===== config.mk =====
export PLATFORM = sky130hd
export DESIGN_NAME = regfile_sb_flat
export DESIGN_NICKNAME = d
export VERILOG_FILES = /design/src/rtl/mips_pkg.sv /design/src/rtl/regfile_sb_if.sv /design/src/rtl/regfile_scoreboard.sv /design/src/rtl/regfile_sb.sv /design/src/flat_wrapper.sv
export SDC_FILE = /design/constraint.sdc
export NUM_CORES = 2
export LEC_CHECK = 0
export CAP_MARGIN = 20
export CORE_MARGIN = 1
export CORE_UTILIZATION = 40
export CTS_CLUSTER_SIZE = 10
export DETAILED_ROUTE_END_ITERATION = 8
export HOLD_SLACK_MARGIN = 0.06
export PLACE_DENSITY = 0.67
export SYNTH_ARGS = -nofsm -noshare
export SYNTH_HDL_FRONTEND = slang
export SYNTH_HIERARCHICAL = 1
export SYNTH_SLANG_ARGS = --single-unit

===== constraint.sdc =====
create_clock -name clk -period 36.9 [get_ports clk]
set_clock_uncertainty 0.2 [all_clocks]
set_input_delay 9.225 -clock clk [delete_from_list [all_inputs] [get_ports clk]]
set_output_delay 9.225 -clock clk [all_outputs]
set_load 0.01 [all_outputs]

===== src/rtl/mips_pkg.sv =====
// Shared MIPS core constants: register-file defaults, the hard-wired zero register
// and the ALU control codes used by the surrounding datapath.
package mips_pkg;

    localparam int REG_ZERO       = 0;
    localparam int DEFAULT_DATA_W = 32;
    localparam int DEFAULT_NREGS  = 32;

    typedef enum logic [3:0] {
        ALU_AND = 4'd0,
        ALU_OR  = 4'd1,
        ALU_ADD = 4'd2,
        ALU_SUB = 4'd6,
        ALU_SLT = 4'd7,
        ALU_NOR = 4'd12
    } alu_ctrl_e;

endpackage


===== src/rtl/regfile_sb_if.sv =====
// Register-file bundle: read ports, ALU writeback, load return, load claim and
// scoreboard status. master drives requests; slave is the register file.
interface regfile_sb_if
    import mips_pkg::*;
#(
    parameter int DATA_W = DEFAULT_DATA_W,
    parameter int NREGS  = DEFAULT_NREGS,
    parameter int NRD    = 2,
    localparam int AW    = $clog2(NREGS),
    localparam int CW    = $clog2(NREGS + 1)
) ();

    logic [NRD*AW-1:0]     rd_addr;
    logic [NRD*DATA_W-1:0] rd_data;
    logic [NRD-1:0]        rd_busy;
    logic                  wr_en;
    logic [AW-1:0]         wr_addr;
    logic [DATA_W-1:0]     wr_data;
    logic                  ld_en;
    logic [AW-1:0]         ld_addr;
    logic [DATA_W-1:0]     ld_data;
    logic                  claim_en;
    logic [AW-1:0]         claim_addr;
    logic [CW-1:0]         busy_cnt;
    logic                  sb_err;

    modport master (
        output rd_addr, wr_en, wr_addr, wr_data, ld_en, ld_addr, ld_data,
               claim_en, claim_addr,
        input  rd_data, rd_busy, busy_cnt, sb_err
    );

    modport slave (
        input  rd_addr, wr_en, wr_addr, wr_data, ld_en, ld_addr, ld_data,
               claim_en, claim_addr,
        output rd_data, rd_busy, busy_cnt, sb_err
    );

endinterface


===== src/rtl/regfile_scoreboard.sv =====
// Pending-load scoreboard: busy vector, pending count and sticky protocol error.
// Latency: busy/busy_cnt/sb_err update one cycle after the claim/load/write.
// Backpressure: none; errors are only flagged, the caller stalls on busy.
module regfile_scoreboard
    import mips_pkg::*;
#(
    parameter int NREGS = DEFAULT_NREGS,
    localparam int AW   = $clog2(NREGS),
    localparam int CW   = $clog2(NREGS + 1)
) (
    input  logic             clk,
    input  logic             rst,
    input  logic             wr_en,
    input  logic [AW-1:0]    wr_addr,
    input  logic             ld_en,
    input  logic [AW-1:0]    ld_addr,
    input  logic             claim_en,
    input  logic [AW-1:0]    claim_addr,
    output logic [NREGS-1:0] busy,
    output logic [CW-1:0]    busy_cnt,
    output logic             sb_err
);

    logic             wr_hit, ld_hit, claim_hit;
    logic             clr, set_new, err;
    logic [NREGS-1:0] busy_nxt;
    logic [CW-1:0]    cnt_nxt;

    always_comb begin
        wr_hit    = wr_en    && (wr_addr    != AW'(REG_ZERO));
        ld_hit    = ld_en    && (ld_addr    != AW'(REG_ZERO));
        claim_hit = claim_en && (claim_addr != AW'(REG_ZERO));
        clr       = ld_hit && busy[ld_addr];
        // A claim re-arming a register its own load is clearing counts as a fresh set.
        set_new   = claim_hit && (!busy[claim_addr] || (clr && (ld_addr == claim_addr)));
        busy_nxt  = busy;
        if (clr)       busy_nxt[ld_addr]    = 1'b0;
        if (claim_hit) busy_nxt[claim_addr] = 1'b1;
        err = (claim_hit && busy[claim_addr] && !(clr && (ld_addr == claim_addr)))
            || (ld_hit && !busy[ld_addr])
            || (wr_hit && busy[wr_addr] && !(clr && (ld_addr == wr_addr)));
        cnt_nxt = busy_cnt + CW'(set_new) - CW'(clr);
    end

    always_ff @(posedge clk or posedge rst) begin
        if (rst) begin
            busy     <= '0;
            busy_cnt <= '0;
            sb_err   <= 1'b0;
        end else begin
            busy     <= busy_nxt;
            busy_cnt <= cnt_nxt;
            if (err) sb_err <= 1'b1;
        end
    end

endmodule


===== src/rtl/regfile_sb.sv =====
// Multi-read, dual-write register file with pending-load scoreboard.
// Latency: reads combinational with same-cycle write bypass; stores visible next cycle.
// Backpressure: none; rd_busy tells the control FSM to stall on outstanding loads.
module regfile_sb
    import mips_pkg::*;
#(
    parameter int DATA_W = DEFAULT_DATA_W,
    parameter int NREGS  = DEFAULT_NREGS,
    parameter int NRD    = 2,
    localparam int AW    = $clog2(NREGS)
) (
    input  logic  clk,
    input  logic  rst,
    regfile_sb_if.slave bus
);

    logic [DATA_W-1:0] mem [NREGS];
    logic [NREGS-1:0]  busy;
    logic              wr_hit, ld_hit;

    assign wr_hit = bus.wr_en && (bus.wr_addr != AW'(REG_ZERO));
    assign ld_hit = bus.ld_en && (bus.ld_addr != AW'(REG_ZERO));

    // Load return is written last so it wins a same-address collision.
    always_ff @(posedge clk or posedge rst) begin
        if (rst) begin
            for (int r = 0; r < NREGS; r++) mem[r] <= '0;
        end else begin
            if (wr_hit) mem[bus.wr_addr] <= bus.wr_data;
            if (ld_hit) mem[bus.ld_addr] <= bus.ld_data;
        end
    end

    for (genvar i = 0; i < NRD; i++) begin : g_rd
        logic [AW-1:0] ra;
        logic          ld_match, wr_match;

        assign ra       = bus.rd_addr[i*AW +: AW];
        assign ld_match = bus.ld_en && (bus.ld_addr == ra);
        assign wr_match = bus.wr_en && (bus.wr_addr == ra);

        assign bus.rd_data[i*DATA_W +: DATA_W] =
            (ra == AW'(REG_ZERO)) ? '0          :
            ld_match              ? bus.ld_data :
            wr_match              ? bus.wr_data :
                                    mem[ra];
        assign bus.rd_busy[i] = busy[ra] & ~ld_match;
    end

    regfile_scoreboard #(.NREGS(NREGS)) u_sb (
        .clk        (clk),
        .rst        (rst),
        .wr_en      (bus.wr_en),
        .wr_addr    (bus.wr_addr),
        .ld_en      (bus.ld_en),
        .ld_addr    (bus.ld_addr),
        .claim_en   (bus.claim_en),
        .claim_addr (bus.claim_addr),
        .busy       (busy),
        .busy_cnt   (bus.busy_cnt),
        .sb_err     (bus.sb_err)
    );

endmodule


===== src/flat_wrapper.sv =====
// flat-port wrapper written by rule: the top's interface ports become plain ports
module regfile_sb_flat import mips_pkg::*;
#(
    parameter int DATA_W = DEFAULT_DATA_W,
    parameter int NREGS  = DEFAULT_NREGS,
    parameter int NRD    = 2,
    localparam int AW    = $clog2(NREGS)
)
  (clk, rst, bus_rd_addr, bus_wr_en, bus_wr_addr, bus_wr_data, bus_ld_en, bus_ld_addr, bus_ld_data, bus_claim_en, bus_claim_addr, bus_rd_data, bus_rd_busy, bus_busy_cnt, bus_sb_err);
  regfile_sb_if #(.DATA_W(DATA_W), .NREGS(NREGS), .NRD(NRD)) bus_i ();
  input  logic clk;
  input  logic rst;
  input wire logic [$bits(bus_i.rd_addr)-1:0] bus_rd_addr;
  input wire logic [$bits(bus_i.wr_en)-1:0] bus_wr_en;
  input wire logic [$bits(bus_i.wr_addr)-1:0] bus_wr_addr;
  input wire logic [$bits(bus_i.wr_data)-1:0] bus_wr_data;
  input wire logic [$bits(bus_i.ld_en)-1:0] bus_ld_en;
  input wire logic [$bits(bus_i.ld_addr)-1:0] bus_ld_addr;
  input wire logic [$bits(bus_i.ld_data)-1:0] bus_ld_data;
  input wire logic [$bits(bus_i.claim_en)-1:0] bus_claim_en;
  input wire logic [$bits(bus_i.claim_addr)-1:0] bus_claim_addr;
  output wire logic [$bits(bus_i.rd_data)-1:0] bus_rd_data;
  output wire logic [$bits(bus_i.rd_busy)-1:0] bus_rd_busy;
  output wire logic [$bits(bus_i.busy_cnt)-1:0] bus_busy_cnt;
  output wire logic [$bits(bus_i.sb_err)-1:0] bus_sb_err;
  assign bus_i.rd_addr = bus_rd_addr;
  assign bus_i.wr_en = bus_wr_en;
  assign bus_i.wr_addr = bus_wr_addr;
  assign bus_i.wr_data = bus_wr_data;
  assign bus_i.ld_en = bus_ld_en;
  assign bus_i.ld_addr = bus_ld_addr;
  assign bus_i.ld_data = bus_ld_data;
  assign bus_i.claim_en = bus_claim_en;
  assign bus_i.claim_addr = bus_claim_addr;
  assign bus_rd_data = bus_i.rd_data;
  assign bus_rd_busy = bus_i.rd_busy;
  assign bus_busy_cnt = bus_i.busy_cnt;
  assign bus_sb_err = bus_i.sb_err;
  regfile_sb #(.DATA_W(DATA_W), .NREGS(NREGS), .NRD(NRD)) u_core (.clk(clk), .rst(rst), .bus(bus_i));
endmodule

# After elaboration in Yosys (flattened, before gate mapping)
# Index checks and enable logic that the tools add are counted.
[totals] reg_bits=1063 input_bits=94 out_inout_bits=73 wordCells=135
[classes] n_addsub=2 magnitude_cmp=13 eq_ne=6 mux=36 bitwise=11 n_reduce_logical=32
[ops] op="$bwmux 1024" n=2
[ops] op="$mux 1024" n=2
[ops] op="$mux 32" n=14
[ops] op="$bmux 32 s5" n=2
[ops] op="$demux 32 s5" n=2
[ops] op="$and 32x32->32" n=1
[ops] op="$not 32->32" n=1
[ops] op="$or 32x32->32" n=1
[ops] op="$eq 5x5->1" n=6
[ops] op="$lt 5x6->1 const B" n=5
[ops] op="$bmux 1 s5" n=5
[ops] op="$ge 6x6->1 const B" n=4
[ops] op="$not 5->6" n=4
[ops] op="$logic_and 1x1->1" n=20
[ops] op="$reduce_bool 5->1" n=3
[ops] op="$lt 6x1->1 const B" n=2
[ops] op="$demux 1 s5" n=2
[ops] op="$ge 5x1->1 const B" n=2
[ops] op="$logic_not 5->1" n=2
[ops] op="$mux 1" n=7
[ops] op="$add 6x1->6" n=1
[ops] op="$sub 6x1->6" n=1
[ops] op="$logic_not 1->1" n=4
[ops] op="$logic_or 1x1->1" n=3
[ops] op="2 further kinds" n=4

# Longest topological paths before layout
[depth] ltp_word=9 depth_mapped=18 mapped_depth_nobuf=14

# Cells and area by module
# The synthesis kept the hierarchy.
[by_module_without_submodules] mod="regfile_sb" instances=1 cells_per_inst=6428 area_per_inst_um2=65845.7
[by_module_without_submodules] mod="regfile_scoreboard" instances=1 cells_per_inst=301 area_per_inst_um2=2939.1

# Least setup slack after synthesis
# OpenSTA, ideal clock, no wires.
[synth_timing] kind="input-to-output" from="input bus_rd_addr[6]" to="output bus_rd_data[42]" t_arrival_ns=10.873 setup_slack_ns=16.602 stages=8 path_buffers=4 cell_sequence="buf_4 -> buf_6 -> buf_4 -> clkbuf_1 -> mux4_2 -> a211o_1 -> a21oi_1 -> o32ai_1"
[synth_via] elab_chain_len=7 elab_cells_between_ends=12 cone_classes="eq/ne: 2; mux: 6; bitwise: 1; reduce/logical: 3"
[synth_lines] element="from (decl)" line_no="flat_wrapper.sv:13" rtl="input wire logic [$bits(bus_i.rd_addr)-1:0] bus_rd_addr;"
[synth_lines] element="$not 5->6 (not written as such)" line_no="regfile_sb.sv:46" rtl="mem[ra];"
[synth_lines] element="$bmux 32 s5" line_no="regfile_sb.sv:46"
[synth_lines] element="$mux 32 (not written as such) (2 in series)" line_no="regfile_sb.sv:46"
[synth_lines] element="$mux 32" line_no="regfile_sb.sv:45" rtl="wr_match ? bus.wr_data :"
[synth_lines] element="$mux 32" line_no="regfile_sb.sv:44" rtl="ld_match ? bus.ld_data :"
[synth_lines] element="$mux 32 *" line_no="regfile_sb.sv:43" rtl="(ra == AW'(REG_ZERO)) ? '0 :"
[synth_lines] element="to (decl)" line_no="flat_wrapper.sv:22" rtl="output wire logic [$bits(bus_i.rd_data)-1:0] bus_rd_data;"
# Mark *: on every way between the ends. The rest lies on a longest branch, timed or not. The select of a mux whose other input is x is not followed.

# Worst setup path after layout
[layout_timing] from="input bus_rd_addr[2]" to="output bus_rd_data[8]"
# The elaborated chain is that of the path after synthesis.

==> impl_metrics.yaml <==
status:
  status: "completed"
synthesis:
  yosys.area.top_type_share_pct: 38.7
  syn_inst: 6729
  synth-xor-area-share_pct: 0.446
  synth_cell_type_count: 69
  yosysSeqAreaShare_pct: 38.7
  synth_top_area_cell: "dfrtp_1"
  synth-compound-area-share_pct: 13.8
  synthAdderAreaFrac_pct: 0.138
  synth.area.top_cells: "dfrtp_1 (39%), mux2i_1 (19%), mux4_2 (12%), a21oi_1 (4.7%), nor2_1 (3.8%)"
  synth_ff_type: "dfrtp_1"
  synth_edf_count: 0
  syn_nets: 6830
  synth-simple-area-share_pct: 8.06
  synth.area.mux_share_pct: 33.1
  syn_area_per_cell_um2: 10.2
  yosys_warnings: 6
  postSynth.asyncResetShare_pct: 100
  synth_top_family_by_area: "multiplexers"
  yosys_register_bits: 1063
  netlist_area_um2: 68800
floorplanning:
  coreArea_um2: 170000
  die_y_um: 417
  dieArea_um2: 174000
  num_rows: 151
  die_w_um: 417
  initial_core_util_pct: 40.5
  io_pins: 167
clock_network:
  clockBufferDepth: 3
  cts-root-buf: "clkbuf_16"
  cts_buffers: 132
  htreeDepth: 4
  clk_latency_ns: 0.79
  cts_hold_buf: 0
  cts_sinks: 1063
  cts_tree: "built"
  ctsResizeCount: 0
  clk_pin_slew_ns: 0.05
  postCtsSetupBuffers: 0
timing:
  relSlewSlack_pct: 14.3
  finalHoldViolCount: 0
  rsz0062_at_grt: "false"
  drv_slew: 0
  tns_ns: 0
  fmax_ghz: 0.0422
  finalSetupViolations: 0
  min_period_ns: 23.67
  worst_slack_ns: 13.23
  min_period_over_period_pct: 64.2
  tightest_slew_ns: 1.29
setup_path:
  r2r-end: "u_core/u_sb/busy_cnt[4]"
  worstPathMaxFanout: 40
  rr_startpoint: "u_core/u_sb/busy[24]"
  crit_required_ns: 27.47
  crit_path_start_kind: "input pin"
  crit_end: "bus_rd_data[8]"
  crit_type: "in -> out"
  r2r_slack_ns: 33.00
  endpoint_kind: "output pin"
  crit_arrival_ns: 14.25
  startpoint: "bus_rd_addr[2]"
  r2r_cells: 14
finish:
  mostFrequentLayoutCells: "mux2i_1 (1284), dfrtp_1 (1063), nor2_1 (669)"
  nets: 6483
  drive_gt1_share_pct: 15.4
  utilization_pct: 44.5
  final_common_cell: "mux2i_1"
  area_growth_pct: 10.1
place:
  place_ws_ns: 13.35
  place_congestion: 0.947
  io_buffers: 166
  dp_hpwl_um: 154000
detailed_routing:
  wl_um: 285000
  via_per_inst: 6.84
  drt_iter0_drc: 9477
  antenna_left: 0
  wl_per_cell_um: 32.9
  route.vias.total: 59300
  first_pass_iters: 7
  drc: 0
global_routing:
  gr-total-overflow: 0
  grt_max_degree: 181
  grt_usage_pct: 32.2
  grt_antenna_before_repair: 17
  grt_first_pass_wirelength_um: 410000
  grt_pass1_vias: 57500
pwr:
  power.ir.vdd_worst_v: 0.0000477
  leakage_nw: 32.7
  p_per_area_nw_per_um2: 54.0
  p_total_w: 0.00409
worst_hold_path:
  hold_path.class: "reg -> reg"
  hold_depth: 0
flow_run:
  max_cap_viol_count: 0
## critical path, stage by stage
cell and delay [ns]:
buf_4 0.35, buf_4 0.59, buf_4 0.67, or3b_4 0.68
buf_4 0.48, o221ai_1 0.31, a311oi_1 0.10, o32ai_1 1.03
clkdlybuf4s50_1 0.73
## cell families after synthesis
logic type	count (synthesis)
buffers and inverters	887
and+or+nand+nor	1343
adders and majority gates	7
muxes	1796
AOI/OAI and AO/OA	1598
DFF	1063
xor gates and xnor gates	35
## per-stage QoR
| stage | hold slack, ns | std cells | instance area, µm² |
|---|---|---|---|
| after CTS | 0.195 | 8655 | 75500 |
| after global placement | 0.177 | 8453 | 71400 |
| after detailed placement | 0.183 | 8458 | 71500 |
| after floorplan | 0.241 | 6729 | 68800 |
| after global routing | 0.205 | 8671 | 75700 |
| final | 0.191 | 8673 | 75700 |
## metal layers
| layer | track usage (%) | vias up | share of wire (%) |
|---|---|---|---|
| met5 | 0 | - | 0.040 |
| met4 | 22.8 | 16 | 8.1 |
| met3 | 11.0 | 1340 | 14 |
| met2 | 46.6 | 4945 | 42 |
| met1 | 40.2 | 29000 | 35 |
| li1 | - | 24000 | - |
## how the worst min path moves through the flow
stage	startpoint	to	slack (ns)
global route	u_core/mem[1019]	u_core/mem[1019]	0.21
global placement	u_core/mem[1006]	u_core/mem[1006]	0.18
detailed placement	u_core/mem[999]	u_core/mem[999]	0.18
CTS	u_core/mem[999]	u_core/mem[999]	0.19
finish	u_core/mem[999]	u_core/mem[999]	0.19
floorplan	u_core/mem[1000]	u_core/mem[1000]	0.24
## cell usage after synthesis, types with 4 or more instances
cell type,instances
a2111oi_0,20
a2111oi_2,11
a211o_1,32
a211oi_1,5
a21oi_1,644
a221oi_1,49
a22oi_1,20
a311oi_1,10
a31oi_1,72
a32oi_1,28
and3_1,8
and3b_1,4
buf_1,48
buf_2,183
buf_4,46
buf_6,31
clkbuf_1,532
dfrtp_1,1063
ha_1,6
inv_1,42
mux2_2,141
mux2i_1,1284
mux4_2,371
nand2_1,444
nand2b_1,10
nand3_1,21
nand3b_1,13
nand4_1,12
nor2_1,691
nor2b_1,17
nor3_1,78
nor3_2,4
o21ai_0,428
o21ai_1,23
o221ai_1,63
o22ai_1,96
o31ai_1,24
o32ai_1,64
or2_2,9
or3_1,5
xnor2_1,26
xor2_1,9
## sequential cells by signal, indices dropped and copies added, names as in the netlist
name,count
u_core/u_sb/sb_err,1
u_core/u_sb/busy,32
u_core/mem,1024
u_core/u_sb/busy_cnt,6
## power by group
part	internal (W)	switching [W]
Clock	0.000724	0.000530
Combinational	0.000565	0.000534
Sequential	0.00148	0.000258
Total	0.00276	0.00132
## layout make-up
cell class | count | area [µm²]
Tap cell | 2218 | 2780
Sequential cell | 1063 | 26600
Antenna cell | 10 | 25.0
Clock buffer | 183 | 3790
Timing Repair Buffer | 362 | 3430
Multi-Input combinational cell | 4779 | 38800
Inverter | 44 | 169
Fill cell | 15700 | 94300
Clock inverter | 14 | 201
No activity file was read; power rests on OpenSTA's default activity.
